File: src/rtl/unified_mem_responder.sv
// Single-port word memory shared by an instruction-fetch and a data port, 2-cycle responses.
// Optional build macro MISALIGN_ERR_EN: misaligned data half/word accesses report d_err.
module unified_mem_responder #(
    parameter int unsigned DEPTH_WORDS = 64
) (
    input  logic        clk_i,
    input  logic        reset_ni,
    input  logic        if_req_i,
    input  logic [31:0] if_addr_i,
    output logic        if_gnt_o,
    output logic        if_rvalid_o,
    output logic [31:0] if_rdata_o,
    input  logic        d_req_i,
    input  logic        d_we_i,
    input  logic [31:0] d_addr_i,
    input  logic [31:0] d_wdata_i,
    input  logic [1:0]  d_size_i,
    input  logic        d_unsigned_i,
    output logic        d_gnt_o,
    output logic        d_rvalid_o,
    output logic [31:0] d_rdata_o,
    output logic        d_err_o,
    output logic        busy_o
);
    localparam int unsigned AW = $clog2(DEPTH_WORDS);

    typedef enum logic [1:0] {StIdle, StAccess, StResp} state_e;

    state_e        state_q, state_d;
    logic [1:0]    dcnt_q, dcnt_d;
    logic          is_d_q, we_q, uns_q;
    logic [AW+1:0] addr_q;
    logic [31:0]   wdata_q;
    logic [1:0]    size_q;
    logic [31:0]   rdata_q, rdata_d;
    logic          err_q, err_d;

    logic [31:0]   mem_q [DEPTH_WORDS];

    logic          can_grant, d_win, d_gnt, if_gnt;
    logic [AW-1:0] idx;
    logic [31:0]   word, shifted, load_v, lanes, merged;
    logic [15:0]   half;
    logic [3:0]    wmask;
    logic          misalign, do_write;

    // Upper address bits wrap around and are intentionally dropped.
    logic unused_addr;
    assign unused_addr = ^{if_addr_i[31:AW+2], d_addr_i[31:AW+2]};

    always_comb begin
        can_grant = reset_ni && (state_q == StIdle || state_q == StResp);
        // Data wins unless it already took two grants in a row over a waiting fetch.
        d_win     = d_req_i && (!if_req_i || dcnt_q < 2'd2);
        d_gnt     = can_grant && d_win;
        if_gnt    = can_grant && if_req_i && !d_win;
    end

    always_comb begin
        state_d = state_q;
        dcnt_d  = dcnt_q;
        unique case (state_q)
            StIdle, StResp: state_d = (d_gnt || if_gnt) ? StAccess : StIdle;
            StAccess:       state_d = StResp;
            default:        state_d = StIdle;
        endcase
        if (if_gnt) begin
            dcnt_d = 2'd0;
        end else if (d_gnt) begin
            dcnt_d = !if_req_i ? 2'd0 : (dcnt_q == 2'd2) ? 2'd2 : dcnt_q + 2'd1;
        end
    end

    always_ff @(posedge clk_i or negedge reset_ni) begin
        if (!reset_ni) begin
            state_q <= StIdle;
            dcnt_q  <= 2'd0;
            is_d_q  <= 1'b0;
            we_q    <= 1'b0;
            uns_q   <= 1'b0;
            addr_q  <= '0;
            wdata_q <= '0;
            size_q  <= 2'd0;
            rdata_q <= '0;
            err_q   <= 1'b0;
        end else begin
            state_q <= state_d;
            dcnt_q  <= dcnt_d;
            if (d_gnt) begin
                is_d_q  <= 1'b1;
                we_q    <= d_we_i;
                uns_q   <= d_unsigned_i;
                addr_q  <= d_addr_i[AW+1:0];
                wdata_q <= d_wdata_i;
                size_q  <= d_size_i;
            end else if (if_gnt) begin
                is_d_q  <= 1'b0;
                we_q    <= 1'b0;
                uns_q   <= 1'b0;
                addr_q  <= if_addr_i[AW+1:0];
                wdata_q <= '0;
                size_q  <= 2'd2;
            end
            if (state_q == StAccess) begin
                rdata_q <= rdata_d;
                err_q   <= err_d;
            end
        end
    end

    always_comb begin
        idx     = addr_q[AW+1:2];
        word    = mem_q[idx];
        shifted = word >> {addr_q[1:0], 3'b000};
        half    = addr_q[1] ? word[31:16] : word[15:0];
`ifdef MISALIGN_ERR_EN
        misalign = is_d_q && (((size_q == 2'd1) && addr_q[0]) ||
                              (size_q[1] && (addr_q[1:0] != 2'd0)));
`else
        misalign = 1'b0;
`endif
        unique case (size_q)
            2'd0:    load_v = uns_q ? {24'd0, shifted[7:0]} : {{24{shifted[7]}}, shifted[7:0]};
            2'd1:    load_v = uns_q ? {16'd0, half} : {{16{half[15]}}, half};
            default: load_v = word;
        endcase
        unique case (size_q)
            2'd0: begin
                wmask = 4'b0001 << addr_q[1:0];
                lanes = {4{wdata_q[7:0]}};
            end
            2'd1: begin
                wmask = addr_q[1] ? 4'b1100 : 4'b0011;
                lanes = {2{wdata_q[15:0]}};
            end
            default: begin
                wmask = 4'b1111;
                lanes = wdata_q;
            end
        endcase
        for (int i = 0; i < 4; i++) begin
            merged[8*i +: 8] = wmask[i] ? lanes[8*i +: 8] : word[8*i +: 8];
        end
        do_write = (state_q == StAccess) && is_d_q && we_q && !misalign;
        if (!is_d_q) begin
            rdata_d = word;
        end else if (misalign || we_q) begin
            rdata_d = '0;
        end else begin
            rdata_d = load_v;
        end
        err_d = misalign;
    end

    // Array has no reset; reset holds the FSM out of StAccess so no write can occur.
    always_ff @(posedge clk_i) begin
        if (do_write) begin
            mem_q[idx] <= merged;
        end
    end

    always_comb begin
        if_gnt_o    = if_gnt;
        d_gnt_o     = d_gnt;
        if_rvalid_o = (state_q == StResp) && !is_d_q;
        d_rvalid_o  = (state_q == StResp) && is_d_q;
        if_rdata_o  = if_rvalid_o ? rdata_q : '0;
        d_rdata_o   = d_rvalid_o ? rdata_q : '0;
        d_err_o     = d_rvalid_o && err_q;
        busy_o      = (state_q != StIdle);
    end

endmodule

File: config.mk
export PLATFORM = sky130hd
export DESIGN_NAME = unified_mem_responder
export DESIGN_NICKNAME = d
export VERILOG_FILES = /design/src/rtl/unified_mem_responder.sv
export SDC_FILE = /design/constraint.sdc
export NUM_CORES = 2
export LEC_CHECK = 0
export CORE_UTILIZATION = 30
export CTS_BUF_LIST = sky130_fd_sc_hd__clkbuf_2
export DETAILED_ROUTE_END_ITERATION = 16
export PLACE_DENSITY_LB_ADDON = 0.12
export SYNTH_ARGS = -nofsm -noshare
export SYNTH_HDL_FRONTEND = slang
export SYNTH_SLANG_ARGS = --single-unit
File: constraint.sdc
create_clock -name clk_i -period 7.3 [get_ports clk_i]
set_input_delay 1.825 -clock clk_i [delete_from_list [all_inputs] [get_ports clk_i]]
set_output_delay 1.825 -clock clk_i [all_outputs]
set_load 0.02 [all_outputs]
### After elaboration in Yosys (flattened, before gate mapping)

Memories as Yosys holds them, arrays and structs flattened.
Index checks and enable logic that the tools add are counted.

* flip-flop bits (word level): 81
* bits in writable memories: 2048
* output and inout bits: 70
* word-level logic and storage cells: 71
* memories kept: 1

* add/subtract/negate cells: 1
* magnitude comparators: 1
* equality and inequality tests: 4
* shifts and indexed selects: 2
* muxes and demuxes: 33
* reduce and logical (&&, ||, !) cells: 20

Memory list
* mem_q: words 64, width 32, rd ports 1, clocked after Yosys merged registers in 0, write ports 1, RTL line 38 `logic [31:0] mem_q [DEPTH_WORDS];`

Operators with widths (number)
* 32-bit 2-to-1 mux: 8
* 32-bit one-hot mux with 2 select lines: 2
* 8-bit 2-to-1 mux: 6
* 32-bit by 5-bit right shift with 8-bit output: 1
* 16-bit 2-to-1 mux: 1
* 2-bit 2-to-1 mux: 6
* 1-bit logical AND: 9
* 4-bit one-hot mux with 2 select lines: 1
* 1-bit 2-to-1 mux: 7
* 2-bit by 1-bit == test with 1-bit output, second input constant: 2
* 2-bit == test, second input constant: 2
* 2-bit logical NOT: 2
* 4-bit 2-to-1 mux: 1
* 2-bit one-hot mux with 2 select lines: 1
* 2-bit nonzero test: 2
* 1-bit by 2-bit << shifter with 4-bit output, first input constant: 1
* 1-bit logical NOT: 3
* 1-bit logical OR: 3
* 2-bit by 1-bit adder with 2-bit output, second input constant: 1
* 2-bit < comparator, second input constant: 1
* 2-bit OR reduction: 1

### Longest topological paths before layout

* depth after elaboration: 8
* mapped depth: 18

### Worst setup path before layout

No wires, ideal clock.

* kind: reg2reg
* start: register addr_q[2]
* end: memory mem_q[0][2], data pin
* library setup time: 702 ps
* arrival time: 4971 ps
* required time: 6598 ps
* slack: 1628 ps
* cell stages (with the launch flop): 16
* period minus slack after synthesis: 5672 ps
* path through: dfrtp_1 buf_6 buf_8 buf_8 buf_12 buf_6 buf_6 buf_6 buf_4 buf_2 buf_2 clkbuf_1 a22oi_1 o22ai_1 nor4_2 o21ai_0

* word-level cells in the longest chain between the ends: 2

Ends and longest elaborated chain
* start: declaration: RTL line 32 `logic [AW+1:0] addr_q;`
* start signal: assignment: RTL line 93 `addr_q <= d_addr_i[AW+1:0];`
* start signal: assignment: RTL line 100 `addr_q <= if_addr_i[AW+1:0];`
* memory read 64 x 32 bit
* 8-bit 2-to-1 mux: RTL line 142 `merged[8*i +: 8] = wmask[i] ? lanes[8*i +: 8] : word[8*i +: 8];`
* net merged[2]: RTL line 42 `logic [31:0] word, shifted, load_v, lanes, merged;`
* end: declaration: RTL line 38

The timed path passes the listed nets, and every way through them passes these cells.

### Final worst setup path

* start: input reset_ni
* end: output d_gnt_o

* word-level cells in the longest chain between the ends: 2

Ends and longest elaborated chain
* start: declaration: RTL line 7 `input logic reset_ni,`
* 1-bit logical AND: RTL line 52 `can_grant = reset_ni && (state_q == StIdle || state_q == StResp);`
* 1-bit logical AND: RTL line 55 `d_gnt = can_grant && d_win;`
* end: declaration: RTL line 19 `output logic d_gnt_o,`

Every way passes these cells.

==> impl_metrics.ini <==
[pwr]
p_comb_share_pct = 36.0
pwr-share-clk_pct = 21.6
p_leak_uw = 0.0317
p_per_area_nw_per_um2 = 396
p_sw_share_pct = 41.2
internal_power_uw = 22300
power_frac_seq_pct = 42.4
ir_drop_v = 0.000304
switchingPower_uw = 15600

[sta]
fin_crit_ns = 6.57
fin_crit_sh_pct = 89.9
holdWs_ns = 0.501
finalMaxSlewViolations = 0
setup_viol = 0
tightest_slew_ns = 1.42
finClkSkew_ns = 0.195
timing.final.ws_setup_ns = 0.734
hold_viol = 0
slew_headroom_pct = 4.56
fmax_mhz = 152
grt_setup_unrepaired = no
setup_tns_ns = 0

[clock_tree]
cts_resized = 0
clockBufferDepth = 4
cts_tree = done
ctsHtreeMaxLevel = 6
clock_latency_ns = 1.85
clock_sinks = 2129
cts_buffers = 579
clk_pin_slew_ns = 0.11
cts_root_buf = clkbuf_2
hold_buffers = 1
post_cts_buffers = 0

[cells_and_area]
fin_nets = 5433
area.growth.synth_to_final_pct = 15.3
drive_gt1_share_pct = 28.9
final_util_pct = 34.8
stdcell_count = 9406

[global_route]
met2_usage_pct = 36.1
grt_pass1_vias = 50500
grt_max_degree = 75
met1_usage_pct = 31.6
antenna_found_initial = 28
grt.total_usage_pct = 23.2
busiest_layer = met2
grtUsageMet3_pct = 4.76
grt-ovfl-total = 0
grt_pass1_wl_um = 442000

[route]
drc = 0
vias = 51000
routed_via_density = 5.42
dr.pass1.iters = 7
ant_nets = 0
wl_per_cell_um = 35.0
routed_wl_um = 329000
drtIter0Drc = 6061

[place]
hpwlAfterDp_um = 199000
dpl.cell_count = 8451
place_ws_ns = 1.23
gp_congestion = 0.880
portBuffers = 124

[synthesis]
synthArstFlopShare_pct = 3.80
ys.warnings.count = 0
synth_area_um2 = 83300
synthDistinctLibCells = 82
synth-edff-count = 2048
syn_inst = 4626
synth_seq_cells = 2129
avgSynthCellArea_um2 = 18.0
syn_nets = 4731
ys_seq_area_share_pct = 76.3
ys.flop_type = edfxtp_1

[critical_path]
cp_max_fo = 41
worst_setup_path_end_kind = output port
rrSetupSlack_ns = 1.26
rr_endpoint = mem_q[4][22]
r2r_cells = 10
worstPathArrival_ns = 4.74
crit-reg2reg-launch = addr_q[4]
cp-start-kind = input port
critPathKind = in -> out
critPathRequiredTime_ns = 5.48

[hold_path]
hp-class = in -> async

[floorplan]
die_width_um = 529
die_h_um = 529
dieArea_um2 = 280000
rows = 193
ioPinCount = 174
fp.coreArea_um2 = 276000
initial_core_util_pct = 30.2

[outcome]
status = finished, final reports clean

[job]
maxCapViolations = 0
## cell usage after synthesis (all sizes together) (10+ instances only)
library cell	number	area, um2
edfxtp	2048	61500
mux2i	229	2290
nor2	202	758
a221oi	199	1740
buf	194	1350
nand2	168	631
mux2	167	1880
a22oi	155	1160
mux4	139	3130
a21oi	134	671
clkbuf	124	465
o21ai	118	591
o22ai	90	563
dfrtp	81	2030
a221o	80	801
and2	78	488
a22o	76	666
a31oi	38	253
a211oi	24	185
inv	24	90.1
a222oi	23	230
o2bb2ai	19	166
o22a	18	158
o221ai	17	149
nor2b	15	93.8
nor3	15	86.3
nand3	14	70.1
nand4	14	87.6
nand2b	10	62.6
## final cells by class
type / instances / area (um2)
sequential: 2129 / 63500
inverter: 25 / 105
fill: 26700 / 180000
clock inverter: 130 / 702
clock buffer: 807 / 4040
antenna: 17 / 42.5
timing repair buffer: 439 / 4090
tap: 3705 / 4640
multi-input combinational: 2154 / 18900
## routing by layer
| metal | vias to the layer above | part of all wire, % | routed length [um] |
|---|---|---|---|
| li1 | 20800 | - | - |
| met3 | 522 | 7.9 | 26000 |
| met2 | 2542 | 46 | 150000 |
| met1 | 27100 | 43 | 140000 |
| met4 | 6 | 3.9 | 12900 |
| met5 | - | 0.012 | 41 |
## cells by family (layout without fill, tap and decap cells)
| logic type | after synthesis | in the layout | share of synthesized area [%] |
|---|---|---|---|
| flip-flops | 2129 | 2129 | 76.3 |
| AO/OA/AOI/OAI | 1044 | 1044 | 9.38 |
| AND/OR/NAND/NOR | 573 | 573 | 3.29 |
| multiplexers | 535 | 535 | 8.77 |
| buffers and inverters | 343 | 1401 | 2.29 |
| adder cells (fa/ha/maj) | 1 | 1 | 0.0150 |
| other | 1 | 18 | 0.00450 |
## power groups by stage
stage,registers [uW],clock network (uW),logic (uW)
final,16100,8200,13700
after global routing,16100,9050,14000
after CTS,16100,8460,13600
after detailed placement,16400,0,13600
after global placement,16300,0,13500
after floorplan,16400,0,6130
## state kept, by name, indices dropped and copies added (netlist names)
name / flops
state_q: 2
size_q: 2
mem_q: 2048
we_q: 1
dcnt_q: 2
addr_q: 8
is_d_q: 1
rdata_q: 32
uns_q: 1
wdata_q: 32
## cell usage in the layout (no fill, tap or decap), types with 28 or more instances in the layout
cell and instances:
a21oi_1 124, a221o_1 79, a221oi_1 196, a22o_1 76
a22oi_1 155, a31oi_1 37, and2_1 74, buf_12 39
buf_4 276, clkbuf_2 807, clkdlybuf4s50_1 123, clkinv_1 78
dfrtp_1 78, edfxtp_1 2048, inv_2 28, mux2_2 159
mux2i_1 227, mux4_2 139, nand2_1 167, nor2_1 133
nor2_4 67, o21ai_0 95, o22ai_1 90
## how the worst max path moves through the flow
stage	cells after the start	slack, ns	end	from
floorplan	15	1.63	mem_q[0][2]	addr_q[2]
global placement	6	1.24	d_gnt_o	reset_ni
detailed placement	6	1.23	d_gnt_o	reset_ni
CTS	7	0.68	d_gnt_o	reset_ni
global route	7	0.49	d_gnt_o	reset_ni
finish	7	0.73	d_gnt_o	reset_ni
## critical path, cell delays in order
cell             delay [ns]
dlygate4sd3_1          0.53
buf_4                  0.35
nor2b_1                0.33
nand3_1                0.46
clkinv_1               0.13
buf_4                  0.41
clkdlybuf4s50_1        0.69
## metrics by stage
| stage | area, um2 | power [uW] |
|---|---|---|
| after global placement | 91200 | 29800 |
| after floorplan | 83300 | 22500 |
| after CTS | 96000 | 38200 |
| after global routing | 96000 | 39200 |
| final | 96000 | 38000 |
| after detailed placement | 91200 | 29900 |
Note: power is estimated with default switching activity, not from simulation.
